--- src/rtl/timer_ctrl_pkg.sv ---
// Shared types and defaults for the seconds-timer run controller.
package timer_ctrl_pkg;

  localparam int TIMER_WIDTH_DEF  = 16;
  localparam int WARN_SECONDS_DEF = 5;

  typedef enum logic [2:0] {
    IDLE    = 3'd0,
    ARM     = 3'd1,
    RUN     = 3'd2,
    PAUSED  = 3'd3,
    EXPIRED = 3'd4
  } timer_state_t;

endpackage

--- src/rtl/timer_ctrl_btn.sv ---
// Registered rising-edge detector for one debounced button level.
// Previous value resets to 1 so a button held through reset release raises no event.
module btn_edge (
  input  logic clk,
  input  logic rst_n,
  input  logic i_btn,
  output logic o_edge
);

  logic r_prev;
  logic r_edge;

  always_ff @(posedge clk or negedge rst_n) begin
    if (!rst_n) begin
      r_prev <= 1'b1;
      r_edge <= 1'b0;
    end else begin
      r_prev <= i_btn;
      r_edge <= i_btn & ~r_prev;
    end
  end

  assign o_edge = r_edge;

endmodule

--- src/rtl/timer_ctrl.sv ---
// Start/pause/stop sequencer and expiry detector in front of a seconds timer.
// Define TIMER_CTRL_WARN_EN to build the registered low-time warning; otherwise o_warning is 0.
module timer_ctrl
  import timer_ctrl_pkg::*;
#(
  parameter int TIMER_WIDTH  = TIMER_WIDTH_DEF,
  parameter int WARN_SECONDS = WARN_SECONDS_DEF
) (
  input  logic                   clk,
  input  logic                   rst_n,
  input  logic                   i_start,
  input  logic                   i_pause_toggle,
  input  logic                   i_stop,
  input  logic [TIMER_WIDTH-1:0] i_limit,
  input  logic [TIMER_WIDTH-1:0] i_current_time,
  output logic                   o_timer_pause,
  output logic                   o_timer_reset,
  output logic [2:0]             o_state,
  output logic [TIMER_WIDTH-1:0] o_remaining,
  output logic                   o_time_up,
  output logic                   o_warning
);

  if (WARN_SECONDS < 0 || WARN_SECONDS >= 2**TIMER_WIDTH) begin : g_bad_warn
    $error("WARN_SECONDS does not fit in TIMER_WIDTH");
  end

  timer_state_t           r_state;
  timer_state_t           w_next;
  logic [TIMER_WIDTH-1:0] r_limit;
  logic [TIMER_WIDTH-1:0] r_remaining;
  logic                   r_stop_rst;
  logic                   r_time_up;
  logic                   w_start;
  logic                   w_pause;
  logic                   w_stop;
  logic                   w_stop_go;
  logic                   w_expire;
  logic                   w_live;
  logic [TIMER_WIDTH-1:0] w_left;

  btn_edge u_start_edge (.clk(clk), .rst_n(rst_n), .i_btn(i_start),        .o_edge(w_start));
  btn_edge u_pause_edge (.clk(clk), .rst_n(rst_n), .i_btn(i_pause_toggle), .o_edge(w_pause));
  btn_edge u_stop_edge  (.clk(clk), .rst_n(rst_n), .i_btn(i_stop),         .o_edge(w_stop));

  always_comb begin
    w_expire  = (i_current_time >= r_limit);
    w_left    = w_expire ? '0 : (r_limit - i_current_time);
    w_live    = (r_state == RUN) || (r_state == PAUSED);
    w_stop_go = w_stop && (r_state != IDLE);
    w_next    = r_state;
    case (r_state)
      IDLE:    if (w_start) w_next = ARM;
      ARM:     w_next = (i_limit == '0) ? EXPIRED : RUN;
      RUN: begin
        if (w_expire)     w_next = EXPIRED;
        else if (w_start) w_next = ARM;
        else if (w_pause) w_next = PAUSED;
      end
      PAUSED: begin
        if (w_start)      w_next = ARM;
        else if (w_pause) w_next = RUN;
      end
      EXPIRED: if (w_start) w_next = ARM;
      default: w_next = IDLE;
    endcase
    // Stop overrides every other event, including a same-cycle expiry.
    if (w_stop_go) w_next = IDLE;
  end

  always_ff @(posedge clk or negedge rst_n) begin
    if (!rst_n) begin
      r_state     <= IDLE;
      r_limit     <= '0;
      r_remaining <= '0;
      r_stop_rst  <= 1'b0;
      r_time_up   <= 1'b0;
    end else begin
      r_state     <= w_next;
      r_stop_rst  <= w_stop_go;
      r_time_up   <= (w_next == EXPIRED) && (r_state != EXPIRED);
      r_remaining <= w_live ? w_left : '0;
      if (r_state == ARM) r_limit <= i_limit;
    end
  end

`ifdef TIMER_CTRL_WARN_EN
  localparam logic [TIMER_WIDTH-1:0] WARN_TH = TIMER_WIDTH'(WARN_SECONDS);
  logic r_warning;

  always_ff @(posedge clk or negedge rst_n) begin
    if (!rst_n) r_warning <= 1'b0;
    else        r_warning <= w_live && (w_left != '0) && (w_left <= WARN_TH);
  end

  assign o_warning = r_warning;
`else
  assign o_warning = 1'b0;
`endif

  assign o_state       = r_state;
  assign o_timer_pause = (r_state != RUN);
  assign o_timer_reset = (r_state == ARM) || r_stop_rst;
  assign o_remaining   = r_remaining;
  assign o_time_up     = r_time_up;

endmodule

--- config.mk ---
export PLATFORM = sky130hd
export DESIGN_NAME = timer_ctrl
export DESIGN_NICKNAME = d
export VERILOG_FILES = /design/src/rtl/timer_ctrl_pkg.sv /design/src/rtl/timer_ctrl_btn.sv /design/src/rtl/timer_ctrl.sv
export SDC_FILE = /design/constraint.sdc
export NUM_CORES = 1
export LEC_CHECK = 0
export CORE_ASPECT_RATIO = 1.5
export CORE_MARGIN = 2
export CORE_UTILIZATION = 40
export DETAILED_ROUTE_END_ITERATION = 7
export PLACE_DENSITY = 0.66
export SKIP_CTS_REPAIR_TIMING = 1
export SLEW_MARGIN = 20
export SYNTH_ARGS = -nofsm -noshare
export SYNTH_HDL_FRONTEND = slang
export SYNTH_HIERARCHICAL = 1
export SYNTH_SLANG_ARGS = --single-unit
--- constraint.sdc ---
create_clock -name clk -period 3.9 [get_ports clk]
set_input_delay 0.39 -clock clk [delete_from_list [all_inputs] [get_ports clk]]
set_output_delay 0.39 -clock clk [all_outputs]
set_load 0.05 [all_outputs]
## Yosys cells after proc, flatten, opt, wreduce, memory -nomap -nowiden

Cells that the tools add are included.

| operators by class | value |
|---|---|
| $add $sub $neg | 1 |
| magnitude comparators | 1 |
| equal/unequal tests | 7 |
| muxes and demuxes | 11 |
| bitwise logic cells | 6 |
| reductions and logical operators | 8 |

Operators by type and width:

| cell | number |
|---|---|
| $mux 16 | 2 |
| $mux 3 | 8 |
| $ge 16x16->1 | 1 |
| $logic_not 16->1 | 1 |
| $sub 16x16->16 | 1 |
| $pmux 3 s4 | 1 |
| $eq 3x2->1 const B | 2 |
| $eq 3x3->1 const B | 2 |
| $and 1x1->1 | 3 |
| $eq 3x1->1 const B | 1 |
| $logic_not 3->1 | 1 |
| $ne 3x2->1 const B | 1 |
| $ne 3x3->1 const B | 1 |
| $not 1->1 | 3 |
| $reduce_bool 3->1 | 1 |
| $logic_and 1x1->1 | 2 |
| $logic_or 1x1->1 | 2 |
| $reduce_or 2->1 | 1 |

| storage, ports and cells | value |
|---|---|
| bits in registers | 43 |
| input bits | 37 |
| output and inout port bits | 23 |
| word-level logic and storage cells | 45 |

## Longest topological paths before layout

| depth | value |
|---|---|
| word-level depth | 7 |
| mapped depth | 11 |
| gate-level depth less buffers | 10 |

## Modules after synthesis

The synthesis kept the hierarchy.

Modules (own cells, without submodules):

| module | times used | cells each | area an instance (um2) | sequential area each (um2) |
|---|---|---|---|---|
| timer_ctrl | 1 | 239 | 2,423.6 | 925.9 |
| btn_edge | 3 | 3 | 65.1 | 51.3 |

## Worst setup path after synthesis

OpenSTA, ideal clock, no wires.

| timing | value |
|---|---|
| path kind | flip-flop to output port |
| start | register r_state[0], in the netlist o_state[0] |
| end | output port o_timer_reset |
| arrival | 1.873 ns |
| data required time | 3.510 ns |
| slack | 1.637 ns |
| cell stages (with the launch flop) | 5 |
| buffers on the path | 1 |
| cell sequence | dfrtp_1 > inv_2 > nor3_4 > buf_4 > or2_1 |

| between the ends | value |
|---|---|
| cells in the longest elaborated chain, start to end | 2 |

RTL lines:

| element | RTL line | text |
|---|---|---|
| start: declaration | timer_ctrl.sv:28 | `timer_state_t r_state;` |
| start signal: assignment | timer_ctrl.sv:79 | `r_state <= w_next;` |
| $eq 3x1->1 | timer_ctrl.sv:103 | `assign o_timer_reset = (r_state == ARM) \|\| r_stop_rst;` |
| $logic_or 1x1->1 | timer_ctrl.sv:103 |  |
| end: declaration | timer_ctrl.sv:17 | `output logic o_timer_reset,` |

Every way passes these cells.

## Worst setup path in the final report

Same ends and word-level chain as after synthesis.

==> impl_metrics.py <==
metrics = {
    "outcome": {
        "status": "finished clean",
    },
    "placement": {
        "postPlaceCellArea_sq_mm": 0.003233,
        "gp_congestion": 0.8932,
        "place_inst": 374,
        "port_buffers": 58,
        "dp_hpwl_mm": 4.397,
    },
    "finish": {
        "area_growth_pct": 27.66,
        "drive_above_1_share_pct": 14.05,
        "nets": 359,
        "antennaDiodeCount": 0,
        "postLayoutCellArea_sq_mm": 0.003343,
        "stdcell_count": 382,
    },
    "setup_path": {
        "arrival_ns": 2.29,
        "critPathLaunchType": "register",
        "path_max_fanout": 19,
        "crit_path_max_incr_delay_ns": 0.79,
        "cp_num_buf_inv": 3,
        "slowest_stage": "clkdlybuf4s50_1",
        "endpoint_kind": "output pin",
        "crit_family": "buffers and inverters",
        "timing.critical_path.required_ns": 3.51,
        "crit_type": "reg -> out",
        "r2r_slack_ns": 1.58,
        "path_cells": "inv_2 > nor3_4 > buf_4 > or2_1 > clkdlybuf4s50_1",
    },
    "synth": {
        "synthArstFlopShare_pct": 100.0,
        "syn_area_per_cell_sq_um": 10.56,
        "synth_most_common_cell": "dfrtp_1",
        "ys_seq_elements": 43,
        "synth_commonest_cells": "dfrtp_1 (40), inv_1 (22), ha_1 (16)",
        "ys_types": 61,
        "netlist_area_sq_mm": 0.002619,
        "syn_nets": 302,
        "synth.area.top_cells": "dfrtp_1 (38%), ha_1 (7.6%), mux2_1 (5.6%)",
        "yosysTopAreaCellShare_pct": 38.22,
        "ys.flop_type": "dfrtp_1",
        "synth_top_cell_by_area": "dfrtp_1",
        "synth_cells": 248,
        "ys_seq_area_share_pct": 41.23,
        "yosysWarnings": 6,
        "synth-edff-count": 0,
    },
    "grt": {
        "grt_remaining_overflow": 0,
        "grt_use_met1_pct": 19.75,
        "antenna_found_initial": 0,
        "grt_usage_pct": 17.23,
        "met3_usage_pct": 2.835,
        "grt_start_max_net_pins": 44,
        "met2_usage_pct": 31.36,
        "grt_pass1_vias": 2072,
        "busiest_layer": "met2",
        "grt_pass1_wl_mm": 9.742,
    },
    "route": {
        "avgRoutedWirePerCell_microns": 14.47,
        "drc": 0,
        "vias": 2013,
        "drtPass1Iterations": 4,
        "final_antenna_net_count": 0,
        "viasPerCell": 5.270,
        "drt_iter0_drc": 96,
        "finalWirelength_mm": 5.528,
    },
    "power_and_ir_drop": {
        "p_int_uw": 1332,
        "power_switching_uw": 1113,
        "ir_drop_mv": 0.5071,
        "pwr-share-clk_pct": 14.1,
        "p_leak_uw": 0.001430,
        "power_uw": 2446,
        "comb_power_share_pct": 58.1,
        "seqPwrFrac_pct": 27.8,
        "switching_share_pct": 45.52,
        "cellPowerDensity_mw_per_mm2": 731.5,
    },
    "sta": {
        "hold_viol": 0,
        "drv_slew": 0,
        "period_share_pct": 68.62,
        "slew_headroom_pct": 38.22,
        "worst_slew_pin_slew_ns": 0.9266,
        "finalSetupTns_ns": 0,
        "fin_skew_ns": 0.01377,
        "setup_viol": 0,
        "fmax_mhz": 373.7,
        "finalWorstPathRequiredPeriod_ns": 2.676,
        "rsz0062_at_grt": "no",
    },
    "floorplan": {
        "core_area_sq_mm": 0.006396,
        "die-area_sq_mm": 0.007224,
        "num_rows": 36,
        "fp.dieH_microns": 103.1,
        "die_width_microns": 70.07,
        "start_util_pct": 40.94,
        "pin_count": 60,
    },
    "clock_network": {
        "root_buffer": "clkbuf_8",
        "clk_latency_ns": 0.30,
        "cts.sink_count": 43,
        "htree_levels": 2,
        "cts_buffer_depth": 2,
        "clkTransAtPathRegs_ns": 0.09,
        "cts_tree": "done",
        "cts_buffers": 5,
    },
    "flow_run": {
        "drv_cap": 0,
    },
    "hold_path": {
        "hold_class": "in -> async",
    },
}
-- path summary, 6_finish.rpt --
check,from,to,cells after the start
setup / recovery,o_state[0],o_timer_reset,5
hold / removal,rst_n,u_pause_edge/o_edge,1
setup reg to reg,r_limit[0],o_remaining[10],10
hold reg to reg,u_pause_edge/r_prev,u_pause_edge/o_edge,1
max in group asynchronous,rst_n,r_limit[10],1
min in group clk,u_pause_edge/r_prev,u_pause_edge/o_edge,1
-- state kept, by name, summed over array words and instances, names as in the netlist --
| name | flops |
|---|---|
| o_time_up | 1 |
| u_start_edge/r_prev | 1 |
| u_stop_edge/o_edge | 1 |
| u_start_edge/o_edge | 1 |
| u_pause_edge/r_prev | 1 |
| u_stop_edge/r_prev | 1 |
| r_limit | 16 |
| u_pause_edge/o_edge | 1 |
| r_stop_rst | 1 |
| o_remaining | 16 |
| o_state | 3 |
-- power groups by stage --
stage	Clock [uW]	Combinational (uW)	Sequential [uW]
after floorplan	0	1020	768
after global placement	0	1410	682
after detailed placement	0	1430	689
after CTS	356	1430	679
after global routing	370	1560	697
final	345	1420	680
-- metrics by stage --
step | worst slack [ns] | hold slack (ns) | util [%]
after floorplan | 1.637 | 0.09441 | -
after global placement | 1.175 | 0.4746 | 50.55
after detailed placement | 1.137 | 0.4790 | 50.55
after CTS | 1.209 | 0.2605 | 52.27
after global routing | 1.089 | 0.3094 | 52.27
final | 1.224 | 0.2285 | 52.27
-- logic make-up (layout without fill, tap and decap cells) --
kind of cell | after synthesis | count (layout) | share of synthesized area, %
buffers and inverters | 32 | 90 | 5.733
xor gates and xnor gates | 10 | 10 | 3.345
AOI/OAI and AO/OA | 53 | 53 | 14.67
muxes | 16 | 16 | 6.832
other | 1 | 1 | 0.1432
DFF | 43 | 43 | 41.23
and+or+nand+nor | 76 | 76 | 19.64
adders and majority gates | 17 | 17 | 8.409
-- layout make-up --
cell class,instances,area [sq um]
timing repair buffer,59,583.1
sequential,43,1080
tap,76,95.09
clock buffer,6,72.57
multi-input combinational,173,1389
inverter,23,86.33
clock inverter,2,37.54
fill,601,3053
-- per-layer routing --
metal  up-vias  part of all wire, %
met5         -                    0
met4         0                  3.5
met3        14                  3.6
met2        54                   52
met1       955                   41
li1        990                    -
-- placed cells by master (no fill, tap or decap), types with 2 or more instances in the layout --
master,n
a211oi_1,2
a21oi_1,12
a21oi_2,2
a31oi_1,2
clkbuf_8,5
clkdlybuf4s50_1,57
dfrtp_1,40
dfstp_2,3
ha_1,16
inv_1,22
mux2_1,13
mux2_2,2
nand2_1,15
nand2b_1,4
nand3_1,2
nand4_1,6
nor2_1,10
nor2_2,2
nor2_4,9
nor2b_1,2
nor2b_4,3
nor3_1,7
nor3_2,2
nor4_1,5
o21a_1,3
o21ai_0,8
o21ai_1,4
o21bai_1,3
o31ai_1,2
xnor2_1,7
xor2_1,3
-- worst reg2reg max path, cell delays in order (launching register included) --
cell,delay (ns)
dfrtp_1,0.37
inv_1,0.07
ha_1,0.16
inv_1,0.05
fa_1,0.40
nand3_1,0.14
a21oi_2,0.09
o31ai_2,0.34
a21oi_4,0.15
nand2_4,0.30
nor3_1,0.12
Power figures use the tool's default switching activity.
